[src/rtl/ddr_pkg.sv]
// ---------------------------------------------------------------------------
// ddr_pkg
// Shared definitions for the DDR request-to-command sequencer:
//   - bit positions of the commands understood by the Chip model
//   - sequencer FSM state encoding
//   - small constant helpers used to size counters
// Optional feature macro: DDR_SEQ_OPEN_PAGE_EN adds the OPEN state.
// ---------------------------------------------------------------------------
package ddr_pkg;

    localparam int CMD_WIDTH = 19;
    localparam int CMD_ACT   = 18;
    localparam int CMD_PR    = 7;
    localparam int CMD_RD    = 5;
    localparam int CMD_WR    = 1;

`ifdef DDR_SEQ_OPEN_PAGE_EN
    typedef enum logic [2:0] {
        ST_IDLE  = 3'd0,
        ST_ACT   = 3'd1,
        ST_RCD   = 3'd2,
        ST_BURST = 3'd3,
        ST_RTP   = 3'd4,
        ST_PRE   = 3'd5,
        ST_RP    = 3'd6,
        ST_OPEN  = 3'd7
    } seq_state_e;
`else
    typedef enum logic [2:0] {
        ST_IDLE  = 3'd0,
        ST_ACT   = 3'd1,
        ST_RCD   = 3'd2,
        ST_BURST = 3'd3,
        ST_RTP   = 3'd4,
        ST_PRE   = 3'd5,
        ST_RP    = 3'd6
    } seq_state_e;
`endif

    // Larger of two non-negative constants, used to size the shared timer.
    function automatic int max2(input int a, input int b);
        return (a > b) ? a : b;
    endfunction

endpackage

[src/rtl/ddr_cmd_seq_if.sv]
// ---------------------------------------------------------------------------
// ddr_cmd_seq_if
// Request handshake and Chip-facing command/address bundle of ddr_cmd_seq.
//   master : request producer (drives req_*, observes command stream)
//   slave  : the sequencer (drives req_ready, commands, bg/ba/row/column,
//            busy, done)
// ---------------------------------------------------------------------------
interface ddr_cmd_seq_if
    import ddr_pkg::*;
#(
    parameter int ADDRWIDTH     = 17,
    parameter int BANKGROUPS    = 2,
    parameter int BANKSPERGROUP = 2,
    parameter int COLS          = 1024
);
    localparam int BGW = $clog2(BANKGROUPS) + 1;
    localparam int BAW = $clog2(BANKSPERGROUP) + 1;
    localparam int CW  = $clog2(COLS);

    logic                  req_valid;
    logic                  req_ready;
    logic                  req_write;
    logic [BGW-1:0]        req_bg;
    logic [BAW-1:0]        req_ba;
    logic [ADDRWIDTH-1:0]  req_row;
    logic [CW-1:0]         req_col;

    logic [CMD_WIDTH-1:0]  commands;
    logic [BGW-1:0]        bg;
    logic [BAW-1:0]        ba;
    logic [ADDRWIDTH-1:0]  row;
    logic [CW-1:0]         column;
    logic                  busy;
    logic                  done;

    modport master (
        output req_valid, req_write, req_bg, req_ba, req_row, req_col,
        input  req_ready, commands, bg, ba, row, column, busy, done
    );

    modport slave (
        input  req_valid, req_write, req_bg, req_ba, req_row, req_col,
        output req_ready, commands, bg, ba, row, column, busy, done
    );

endinterface

[src/rtl/ddr_seq_timer.sv]
// ---------------------------------------------------------------------------
// ddr_seq_timer
// Loadable down-counter shared by the RCD, BURST, RTP and RP phases.
// Ports:
//   clk, rst   clock, asynchronous active-low reset
//   halt       hold enable: count is frozen while high (load ignored)
//   load       load load_val on the next edge
//   load_val   value loaded (phase length minus one)
//   zero       high while the count is zero (last cycle of a phase)
// ---------------------------------------------------------------------------
module ddr_seq_timer #(
    parameter int W = 3
) (
    input  logic         clk,
    input  logic         rst,
    input  logic         halt,
    input  logic         load,
    input  logic [W-1:0] load_val,
    output logic         zero
);

    logic [W-1:0] count_r;

    // Count register: halt wins over load, count saturates at zero.
    always_ff @(posedge clk or negedge rst) begin
        if (!rst) begin
            count_r <= {W{1'b0}};
        end else if (halt) begin
            count_r <= count_r;
        end else if (load) begin
            count_r <= load_val;
        end else if (count_r != {W{1'b0}}) begin
            count_r <= count_r - W'(1);
        end
    end

    assign zero = (count_r == {W{1'b0}});

endmodule

[src/rtl/ddr_cmd_seq.sv]
// ---------------------------------------------------------------------------
// ddr_cmd_seq
// Expands one read/write burst request at a time into the timed
// ACT -> RD/WR burst -> PR command stream of the Chip DRAM model.
// Ports:
//   clk    rising-edge clock
//   rst    asynchronous active-low reset
//   halt   shared with Chip: freezes state, counters and addresses,
//          forces commands/done/req_ready low
//   bus    ddr_cmd_seq_if.slave: req_valid/req_ready handshake with
//          req_write/bg/ba/row/col, and commands/bg/ba/row/column/busy/done
// Optional feature macro: DDR_SEQ_OPEN_PAGE_EN keeps the row open after a
// burst (OPEN state); hits go straight to BURST, misses precharge first.
// ---------------------------------------------------------------------------
module ddr_cmd_seq
    import ddr_pkg::*;
#(
    parameter int ADDRWIDTH     = 17,
    parameter int BANKGROUPS    = 2,
    parameter int BANKSPERGROUP = 2,
    parameter int COLS          = 1024,
    parameter int BL            = 8,
    parameter int T_RCD         = 3,
    parameter int T_RTP         = 2,
    parameter int T_RP          = 3
) (
    input  logic         clk,
    input  logic         rst,
    input  logic         halt,
    ddr_cmd_seq_if.slave bus
);

    localparam int BGW  = $clog2(BANKGROUPS) + 1;
    localparam int BAW  = $clog2(BANKSPERGROUP) + 1;
    localparam int CW   = $clog2(COLS);
    localparam int TMAX = max2(max2(T_RCD, BL), max2(T_RTP, T_RP));
    localparam int TW   = (TMAX > 1) ? $clog2(TMAX) : 1;

    localparam logic [TW-1:0] LD_RCD = TW'(T_RCD - 1);
    localparam logic [TW-1:0] LD_BL  = TW'(BL - 1);
    localparam logic [TW-1:0] LD_RTP = TW'((T_RTP > 0) ? (T_RTP - 1) : 0);
    localparam logic [TW-1:0] LD_RP  = TW'(T_RP - 1);
    localparam logic [CW-1:0] COL_ONE = CW'(1);

    // Where the FSM goes once the read/write-to-precharge gap has elapsed.
`ifdef DDR_SEQ_OPEN_PAGE_EN
    localparam seq_state_e RTP_EXIT = ST_OPEN;
`else
    localparam seq_state_e RTP_EXIT = ST_PRE;
`endif

    seq_state_e            state_r;
    seq_state_e            state_s;
    logic                  write_r;
    logic [BGW-1:0]        cur_bg_r;
    logic [BAW-1:0]        cur_ba_r;
    logic [ADDRWIDTH-1:0]  cur_row_r;
    logic [CW-1:0]         cur_col_r;
    logic [BGW-1:0]        bg_r,  bg_s;
    logic [BAW-1:0]        ba_r,  ba_s;
    logic [ADDRWIDTH-1:0]  row_r, row_s;
    logic [CW-1:0]         column_r, column_s;
    logic                  pend_r, pend_s;
    logic                  parked_s;
    logic                  ready_s;
    logic                  accept_s;
    logic                  tmr_load_s;
    logic [TW-1:0]         tmr_val_s;
    logic                  tmr_zero_s;
    logic [CMD_WIDTH-1:0]  cmd_s;
    logic                  done_s;

`ifdef DDR_SEQ_OPEN_PAGE_EN
    // The address outputs still carry the bank/row activated last, so they
    // double as the open-bank record while parked in OPEN.
    logic hit_s;
    assign hit_s    = (bus.req_bg == bg_r) && (bus.req_ba == ba_r) &&
                      (bus.req_row == row_r);
    assign parked_s = (state_r == ST_IDLE) || (state_r == ST_OPEN);
`else
    assign parked_s = (state_r == ST_IDLE);
`endif

    assign ready_s  = parked_s && !halt;
    assign accept_s = bus.req_valid && ready_s;

    ddr_seq_timer #(
        .W (TW)
    ) u_timer (
        .clk      (clk),
        .rst      (rst),
        .halt     (halt),
        .load     (tmr_load_s),
        .load_val (tmr_val_s),
        .zero     (tmr_zero_s)
    );

    // State, captured request and address output registers; all frozen by halt.
    always_ff @(posedge clk or negedge rst) begin
        if (!rst) begin
            state_r   <= ST_IDLE;
            write_r   <= 1'b0;
            cur_bg_r  <= {BGW{1'b0}};
            cur_ba_r  <= {BAW{1'b0}};
            cur_row_r <= {ADDRWIDTH{1'b0}};
            cur_col_r <= {CW{1'b0}};
            bg_r      <= {BGW{1'b0}};
            ba_r      <= {BAW{1'b0}};
            row_r     <= {ADDRWIDTH{1'b0}};
            column_r  <= {CW{1'b0}};
            pend_r    <= 1'b0;
        end else if (!halt) begin
            state_r  <= state_s;
            bg_r     <= bg_s;
            ba_r     <= ba_s;
            row_r    <= row_s;
            column_r <= column_s;
            pend_r   <= pend_s;
            if (accept_s) begin
                write_r   <= bus.req_write;
                cur_bg_r  <= bus.req_bg;
                cur_ba_r  <= bus.req_ba;
                cur_row_r <= bus.req_row;
                cur_col_r <= bus.req_col;
            end
        end
    end

    // Next-state, timer loads and next address-output values.
    always_comb begin
        state_s    = state_r;
        tmr_load_s = 1'b0;
        tmr_val_s  = {TW{1'b0}};
        bg_s       = bg_r;
        ba_s       = ba_r;
        row_s      = row_r;
        column_s   = column_r;
        pend_s     = pend_r;
        case (state_r)
            ST_IDLE: begin
                if (accept_s) begin
                    state_s = ST_ACT;
                    bg_s    = bus.req_bg;
                    ba_s    = bus.req_ba;
                    row_s   = bus.req_row;
                end else begin
                    state_s = ST_IDLE;
                end
            end
            ST_ACT: begin
                state_s    = ST_RCD;
                tmr_load_s = 1'b1;
                tmr_val_s  = LD_RCD;
            end
            ST_RCD: begin
                if (tmr_zero_s) begin
                    state_s    = ST_BURST;
                    tmr_load_s = 1'b1;
                    tmr_val_s  = LD_BL;
                    column_s   = cur_col_r;
                end else begin
                    state_s = ST_RCD;
                end
            end
            ST_BURST: begin
                // Column advances only on a completed beat, so a beat cut
                // short by halt is reissued with the same column.
                if (!tmr_zero_s) begin
                    column_s = column_r + COL_ONE;
                end else if (T_RTP > 0) begin
                    state_s    = ST_RTP;
                    tmr_load_s = 1'b1;
                    tmr_val_s  = LD_RTP;
                end else begin
                    state_s = RTP_EXIT;
                end
            end
            ST_RTP: begin
                if (tmr_zero_s) begin
                    state_s = RTP_EXIT;
                end else begin
                    state_s = ST_RTP;
                end
            end
            ST_PRE: begin
                // bg/ba still name the activated bank, i.e. the one closing.
                state_s    = ST_RP;
                tmr_load_s = 1'b1;
                tmr_val_s  = LD_RP;
            end
            ST_RP: begin
                if (!tmr_zero_s) begin
                    state_s = ST_RP;
                end else if (pend_r) begin
                    state_s = ST_ACT;
                    pend_s  = 1'b0;
                    bg_s    = cur_bg_r;
                    ba_s    = cur_ba_r;
                    row_s   = cur_row_r;
                end else begin
                    state_s = ST_IDLE;
                end
            end
`ifdef DDR_SEQ_OPEN_PAGE_EN
            ST_OPEN: begin
                if (!accept_s) begin
                    state_s = ST_OPEN;
                end else if (hit_s) begin
                    state_s    = ST_BURST;
                    tmr_load_s = 1'b1;
                    tmr_val_s  = LD_BL;
                    column_s   = bus.req_col;
                end else begin
                    // Miss: close the old bank, then activate the new row.
                    state_s = ST_PRE;
                    pend_s  = 1'b1;
                end
            end
`endif
            default: begin
                state_s = ST_IDLE;
            end
        endcase
    end

    // Command vector and done pulse, silenced while halted.
    always_comb begin
        cmd_s  = {CMD_WIDTH{1'b0}};
        done_s = 1'b0;
        if (halt) begin
            cmd_s  = {CMD_WIDTH{1'b0}};
            done_s = 1'b0;
        end else begin
            case (state_r)
                ST_ACT: begin
                    cmd_s[CMD_ACT] = 1'b1;
                end
                ST_BURST: begin
                    if (write_r) begin
                        cmd_s[CMD_WR] = 1'b1;
                    end else begin
                        cmd_s[CMD_RD] = 1'b1;
                    end
                    done_s = tmr_zero_s;
                end
                ST_PRE: begin
                    cmd_s[CMD_PR] = 1'b1;
                end
                default: begin
                    cmd_s = {CMD_WIDTH{1'b0}};
                end
            endcase
        end
    end

    assign bus.req_ready = ready_s;
    assign bus.commands  = cmd_s;
    assign bus.bg        = bg_r;
    assign bus.ba        = ba_r;
    assign bus.row       = row_r;
    assign bus.column    = column_r;
    assign bus.busy      = !parked_s;
    assign bus.done      = done_s;

endmodule

[src/flat_wrapper.sv]
// flat-port wrapper written by rule: the top's interface ports become plain ports
module ddr_cmd_seq_flat import ddr_pkg::*;
#(
    parameter int ADDRWIDTH     = 17,
    parameter int BANKGROUPS    = 2,
    parameter int BANKSPERGROUP = 2,
    parameter int COLS          = 1024,
    parameter int BL            = 8,
    parameter int T_RCD         = 3,
    parameter int T_RTP         = 2,
    parameter int T_RP          = 3
)
  (clk, rst, halt, bus_req_valid, bus_req_write, bus_req_bg, bus_req_ba, bus_req_row, bus_req_col, bus_req_ready, bus_commands, bus_bg, bus_ba, bus_row, bus_column, bus_busy, bus_done);
  ddr_cmd_seq_if #(.ADDRWIDTH(ADDRWIDTH), .BANKGROUPS(BANKGROUPS), .BANKSPERGROUP(BANKSPERGROUP), .COLS(COLS)) bus_i ();
  input  logic clk;
  input  logic rst;
  input  logic halt;
  input wire logic [$bits(bus_i.req_valid)-1:0] bus_req_valid;
  input wire logic [$bits(bus_i.req_write)-1:0] bus_req_write;
  input wire logic [$bits(bus_i.req_bg)-1:0] bus_req_bg;
  input wire logic [$bits(bus_i.req_ba)-1:0] bus_req_ba;
  input wire logic [$bits(bus_i.req_row)-1:0] bus_req_row;
  input wire logic [$bits(bus_i.req_col)-1:0] bus_req_col;
  output wire logic [$bits(bus_i.req_ready)-1:0] bus_req_ready;
  output wire logic [$bits(bus_i.commands)-1:0] bus_commands;
  output wire logic [$bits(bus_i.bg)-1:0] bus_bg;
  output wire logic [$bits(bus_i.ba)-1:0] bus_ba;
  output wire logic [$bits(bus_i.row)-1:0] bus_row;
  output wire logic [$bits(bus_i.column)-1:0] bus_column;
  output wire logic [$bits(bus_i.busy)-1:0] bus_busy;
  output wire logic [$bits(bus_i.done)-1:0] bus_done;
  assign bus_i.req_valid = bus_req_valid;
  assign bus_i.req_write = bus_req_write;
  assign bus_i.req_bg = bus_req_bg;
  assign bus_i.req_ba = bus_req_ba;
  assign bus_i.req_row = bus_req_row;
  assign bus_i.req_col = bus_req_col;
  assign bus_req_ready = bus_i.req_ready;
  assign bus_commands = bus_i.commands;
  assign bus_bg = bus_i.bg;
  assign bus_ba = bus_i.ba;
  assign bus_row = bus_i.row;
  assign bus_column = bus_i.column;
  assign bus_busy = bus_i.busy;
  assign bus_done = bus_i.done;
  ddr_cmd_seq #(.ADDRWIDTH(ADDRWIDTH), .BANKGROUPS(BANKGROUPS), .BANKSPERGROUP(BANKSPERGROUP), .COLS(COLS), .BL(BL), .T_RCD(T_RCD), .T_RTP(T_RTP), .T_RP(T_RP)) u_core (.clk(clk), .rst(rst), .halt(halt), .bus(bus_i));
endmodule
[config.mk]
export PLATFORM = sky130hd
export DESIGN_NAME = ddr_cmd_seq_flat
export DESIGN_NICKNAME = d
export VERILOG_FILES = /design/src/rtl/ddr_pkg.sv /design/src/rtl/ddr_cmd_seq_if.sv /design/src/rtl/ddr_seq_timer.sv /design/src/rtl/ddr_cmd_seq.sv /design/src/flat_wrapper.sv
export SDC_FILE = /design/constraint.sdc
export NUM_CORES = 1
export LEC_CHECK = 0
export ABC_AREA = 1
export BUFFER_PORTS_ARGS = -buffer_cell sky130_fd_sc_hd__buf_2
export CAP_MARGIN = 20
export CORE_AREA = 2 2 77 86
export CTS_CLUSTER_SIZE = 8
export DETAILED_ROUTE_END_ITERATION = 8
export DIE_AREA = 0 0 79 88
export PLACE_DENSITY = 0.75
export SLEW_MARGIN = 20
export SYNTH_ARGS = -nofsm -noshare
export SYNTH_HDL_FRONTEND = slang
export SYNTH_HIERARCHICAL = 1
export SYNTH_SLANG_ARGS = --single-unit
[constraint.sdc]
create_clock -name clk -period 1.8 [get_ports clk]
set_clock_uncertainty 0.15 [all_clocks]
set_input_delay 0.54 -clock clk [delete_from_list [all_inputs] [get_ports clk]]
set_output_delay 0.54 -clock clk [all_outputs]
set_load 0.01 [all_outputs]
# After elaboration in Yosys (flattened, before gate mapping)
# Index checks and enable logic that the tools add are counted.
# classes
n_mux,31
n_addsub,2
reduce_logical,17
bitwise,2
eq_ne,11
# op_table
operator,count
$mux 17,2
$pmux 3 s7,1
$mux 10,2
$pmux 10 s2,1
$mux 19,1
$mux 3,5
$mux 1,13
$add 10x1->10 const B,1
$eq 3x3->1 const B,3
$pmux 3 s3,1
$mux 2,4
$eq 3x2->1 const B,2
$logic_not 3->1,2
$ne 2x1->1 const B,3
$reduce_and 2->1,3
$reduce_bool 2->1,3
$reduce_and 5->1,1
$ne 2x2->1 const B,2
$reduce_and 4->1,1
$reduce_or 2->1,2
$eq 3x1->1 const B,1
$reduce_bool 3->1,1
$sub 3x1->3 const B,1
$logic_and 1x1->1,2
3 further kinds,5
# totals
out_inout_bits,53
ff_bits,48
word_cells,71
inputBits,36

# Depth between registers and ports, before layout
# depth
depth_word,5
ltp_mapped,12
ltp_nobuf,12

# Hierarchy
# The synthesis kept the hierarchy.
# modules_own_cells
mod,cells_each,area_per_inst_um2,instances,seq_area_each_um2
ddr_cmd_seq,310,2394.8,1,1126.1
ddr_seq_timer,32,221.5,1,75.1

# Least setup slack after synthesis
# OpenSTA, ideal clock, no wires.
# synth_timing
path_type,flip-flop to flip-flop
start,register u_core.u_timer.count_r[0]
end,register u_core.u_timer.count_r[1]
synth_period_minus_slack_ns,1.985
stages_incl_launch_ff,12
n_path_buf,0
setup_ns,0.123
setup_slack_ns,-0.185
t_arrival_ns,1.711
required_ns,1.527
path_cell_list,dfrtp_1 > inv_1 > ha_1 > inv_1 > nor2_1 > inv_1 > o21ai_0 > inv_2 > nand3_2 > nand2_4 > nand2_1 > o21ai_1
# synth_between
elab_chain_cells,5
elab_cells_between_ends,11
cone_classes,add/sub (1); mux (6); reduce/logical (4)
# synth_rtl
item,line_no,rtl
from (decl),ddr_seq_timer.sv:22,logic [W-1:0] count_r;
from (signal assigned),ddr_seq_timer.sv:27,count_r <= {W{1'b0}};
from (signal assigned),ddr_seq_timer.sv:29,count_r <= count_r;
from (signal assigned),ddr_seq_timer.sv:31,count_r <= load_val;
$logic_not 3->1 *,ddr_seq_timer.sv:37,assign zero = (count_r == {W{1'b0}});
via u_core.tmr_zero_s,ddr_cmd_seq.sv:69,logic tmr_zero_s;
$mux 1 *,ddr_cmd_seq.sv:156,if (tmr_zero_s) begin
$pmux 1 s2 *,ddr_cmd_seq.sv:139,case (state_r)
via u_core.tmr_load_s,ddr_cmd_seq.sv:67,logic tmr_load_s;
$reduce_bool 2->1 (no line),n/a,
$reduce_and 2->1 (no line),n/a,
# The timed path passes the listed nets; every way through them passes the cells marked *. The select of a mux whose other input is x is not followed.
# A chain may end at the register's enable or synchronous reset.

# Worst setup path in the final report
# layout_timing
start,register u_core.u_timer.count_r[0]
end,output bus_done
# layout_between
elab_chain_cells,3
# layout_rtl
item,line_no,rtl
$logic_not 3->1,ddr_seq_timer.sv:37,
via u_core.tmr_zero_s,ddr_cmd_seq.sv:69,
$mux 1,ddr_cmd_seq.sv:234,case (state_r)
$mux 1,ddr_cmd_seq.sv:230,if (halt) begin
to (decl),flat_wrapper.sv:31,output wire logic [$bits(bus_i.done)-1:0] bus_done;
# The timed path passes the listed nets, and every way through them passes these cells.

==> impl_metrics.env <==
export IMPL_status="complete, but fails checks"
export IMPL_violations="setup timing"
export IMPL_p_per_area_mw_per_mm2=1580
export IMPL_ios=89
export IMPL_power_switching_w=0.00232
export IMPL_syn_area_per_cell_sq_um=7.65
export IMPL_synth_cell_area_sq_mm=0.00262
export IMPL_yosysTopAreaCell="dfrtp_1"
export IMPL_crit_path_max_fanout=2
export IMPL_grt_pass1_wl_mm=10.4
export IMPL_rsz0062_at_grt="true"
export IMPL_ant_nets=0
export IMPL_ys_seq_area_share_pct=45.9
export IMPL_cts_htree_levels=2
export IMPL_synth_mux_area_fraction_pct=0
export IMPL_synth_simple_area_share_pct=36.7
export IMPL_yosys_area_top_type_share_pct=45.9
export IMPL_syn_inst=342
export IMPL_path_class="reg2out"
export IMPL_yosysWarnings=6
export IMPL_dieArea_sq_mm=0.00695
export IMPL_hpwl_mm=4.17
export IMPL_place_congestion=0.816
export IMPL_worstPathCellList="inv_2, ha_4, inv_2, nor2_4, nand2_4, nor2_4, buf_6"
export IMPL_initial_core_util_pct=43.0
export IMPL_combinationalPowerShare_pct=51.1
export IMPL_rr_startpoint="u_core/u_timer/count_r[0]$_DFFE_PN0P_"
export IMPL_drive_gt1_share_pct=33.1
export IMPL_pwr_share_seq_pct=36.7
export IMPL_final_hold_viol_count=0
export IMPL_synth_compound_area_share_pct=3.92
export IMPL_switching_share_pct=43.1
export IMPL_num_fill_cells=570
export IMPL_routed_wl_mm=6.36
export IMPL_synthXorXnorAreaFrac_pct=0.335
export IMPL_worst_setup_path_end_kind="output pin"
export IMPL_start_kind="flop"
export IMPL_placementRows=30
export IMPL_drc=0
export IMPL_setup_slack_ns=-0.214
export IMPL_cp_required_ns=1.11
export IMPL_grt_total_usage_pct=18.8
export IMPL_antenna_found_initial=0
export IMPL_slowest_stage="dfrtp_1"
export IMPL_ys_types=29
export IMPL_clkSinkCount=48
export IMPL_p_clk_share_pct=12.2
export IMPL_cts_tree="yes"
export IMPL_fin_cells=515
export IMPL_clockBufferDepth=2
export IMPL_core_sq_mm=0.00608
export IMPL_dp_worst_setup_slack_ns=-0.0417
export IMPL_grt_max_degree=49
export IMPL_syn2layout_area_growth_pct=30.0
export IMPL_grt_pass1_vias=2324
export IMPL_avgRoutedWirePerCell_microns=12.4
export IMPL_setup_viol=7
export IMPL_die_y_microns=88
export IMPL_hold_class="in2async"
export IMPL_dr_pass1_iters=6
export IMPL_antenna_cells=0
export IMPL_arrival_ns=1.32
export IMPL_max_stage_delay_ns=0.40
export IMPL_maxCapViolations=0
export IMPL_grt_ovfl_total=0
export IMPL_fin_nets=473
export IMPL_regArea_sq_mm=0.00120
export IMPL_num_vias=2458
export IMPL_portBuffers=73
export IMPL_crit_start="u_core/u_timer/count_r[0]$_DFFE_PN0P_"
export IMPL_synth_top_family_by_area="simple AND/OR/NAND/NOR gates"
export IMPL_cts_root_buffer="clkbuf_8"
export IMPL_cts_made_buffers=5
export IMPL_ys_top_cells_by_area="dfrtp_1 (46%), nand2_1 (17%), nand3_1 (8.8%)"
export IMPL_period_needed_ns=2.01
export IMPL_fp_dieW_microns=79
export IMPL_max_freq_mhz=496
export IMPL_fin_crit_sh_pct=112
export IMPL_ir_worst_vdd_mv=0.756
export IMPL_leakagePower_nw=1.88
export IMPL_vias_per_cell=4.77
export IMPL_drt_iter0_drc=127
export IMPL_clk_pin_slew_ns=0.09
export IMPL_synthAdderAreaFrac_pct=1.43
export IMPL_drv_slew=0
export IMPL_p_int_w=0.00306
export IMPL_final_util_pct=55.9
export IMPL_ys_seq_elements=48
export IMPL_dp_cells=496
export IMPL_multi_input_area_sq_mm=0.00127
export IMPL_clkLatencyLatePin_ns=0.30
==> synth_stat cells <==
cell type / number
o21ai_1: 3
nor2_4: 2
ha_1: 3
clkbuf_1: 3
nand4_2: 1
nand3_4: 1
nor3_1: 3
dfrtp_1: 48
nand2_2: 2
buf_4: 20
conb_1: 1
buf_2: 4
nor2_8: 1
inv_2: 4
nand3_1: 46
xor2_1: 1
inv_1: 25
or2_0: 1
nand4_1: 2
nand3b_1: 1
nand3_2: 1
nor2_2: 2
nand2_4: 3
a21oi_1: 5
nor2_1: 26
o211ai_1: 1
nand2_1: 120
buf_6: 1
o21ai_0: 11
==> power by group through the flow <==
stage / combinational (W) / sequential (W) / clock (W)
2_1_floorplan: 0.00134 / 0.00204 / 0
3_3_place_gp: 0.00217 / 0.00195 / 0
3_5_place_dp: 0.00223 / 0.00196 / 0
4_1_cts: 0.00246 / 0.00196 / 0.000683
5_1_grt: 0.00306 / 0.00205 / 0.000728
6_report: 0.00275 / 0.00198 / 0.000657
==> metrics by stage <==
stage / hold slack (ns) / area [sq um] / TNS [ns] / total power, W
2_1_floorplan: 0.0944 / 2670 / 0 / 0.00338
3_3_place_gp: 0.310 / 3080 / -0.0214 / 0.00412
3_5_place_dp: 0.311 / 3080 / -0.0843 / 0.00419
4_1_cts: 0.0539 / 3280 / -0.974 / 0.00510
5_1_grt: 0.0539 / 3400 / -1.36 / 0.00584
6_report: 0.0505 / 3400 / -0.808 / 0.00538
==> critical path: cells and delay by family (launching register included) <==
family,cells,cell delay (ns)
adder cells (fa/ha/maj),1,0.14
AND/OR/NAND/NOR,3,0.25
flip-flops,1,0.40
buffers and inverters,3,0.23
==> repair_timing <==
action                     CTS  global route
buffers inserted             6             6
hold buffers                 0             0
pin swaps                    6             8
cloned                       1             0
setup endpoints to repair   19            22
gates resized for setup     18            17
==> cells by family (layout without fill, tap and decap cells) <==
group / Yosys count / after routing
adders and majority gates: 3 / 3
and+or+nand+nor: 212 / 213
xor gates and xnor gates: 1 / 1
DFF: 48 / 48
other: 1 / 15
AOI/OAI and AO/OA: 20 / 20
buffers and inverters: 57 / 135
==> path summary, 6_finish.rpt <==
kind | end | slack, ns | cells after the start
worst max-delay path | bus_done | -0.21 | 7
worst max register to register | u_core/state_r[1]$_DFFE_PN0P_ | 0.06 | 10
worst min register to register | u_core/bus.row[0]$_DFFE_PN0P_ | 0.33 | 2
worst min-delay path | u_core/bus.ba[0]$_DFFE_PN0P_ | 0.05 | 2
max in group asynchronous | u_core/state_r[1]$_DFFE_PN0P_ | 1.21 | 2
min in group clk | u_core/cur_col_r[1]$_DFFE_PN0P_ | 0.30 | 3
==> layer usage <==
layer  share of wire (%)  track usage [%]  wire (microns)  vias to the layer above
met2                  49             31.7            3130                      102
li1                    -                -               -                     1224
met1                  41             22.1            2630                     1120
met4                 1.7             8.46             106                        0
met3                 7.9             5.77             501                       12
met5                   0                0               0                        -
==> sequential cells by signal, summed over array words and instances (netlist names) <==
| register | cells |
|---|---|
| u_core/bus.row | 17 |
| u_core/bus.column | 10 |
| u_core/cur_col_r | 10 |
| u_core/state_r | 3 |
| u_core/u_timer/count_r | 3 |
| u_core/bus.ba | 2 |
| u_core/bus.bg | 2 |
| u_core/write_r | 1 |
==> cells in the final DEF, fill, tap and decap left out, types with 2 or more instances in the layout <==
cell	count
nand4_1	2
nor2_2	2
dfrtp_2	3
nor2_4	6
nor3_1	2
conb_1	15
buf_2	70
nand2_1	115
nand2_4	4
inv_2	7
clkbuf_8	5
inv_1	20
buf_12	4
ha_1	2
nand2_2	5
o21ai_1	4
nor2_1	22
nand3_4	2
buf_4	20
a21oi_1	5
dfrtp_1	45
o21ai_0	9
inv_4	2
buf_6	4
nand3_1	46
==> cell type report <==
| cell class | count | share of cell area (%) |
|---|---|---|
| multi-input combinational | 252 | 37.2 |
| timing repair buffer | 98 | 18.4 |
| sequential | 48 | 35.4 |
| tap | 80 | 2.94 |
| clock inverter | 3 | 0.625 |
| inverter | 29 | 3.35 |
| clock buffer | 5 | 2.02 |
Note: power is estimated with default switching activity, not from simulation.
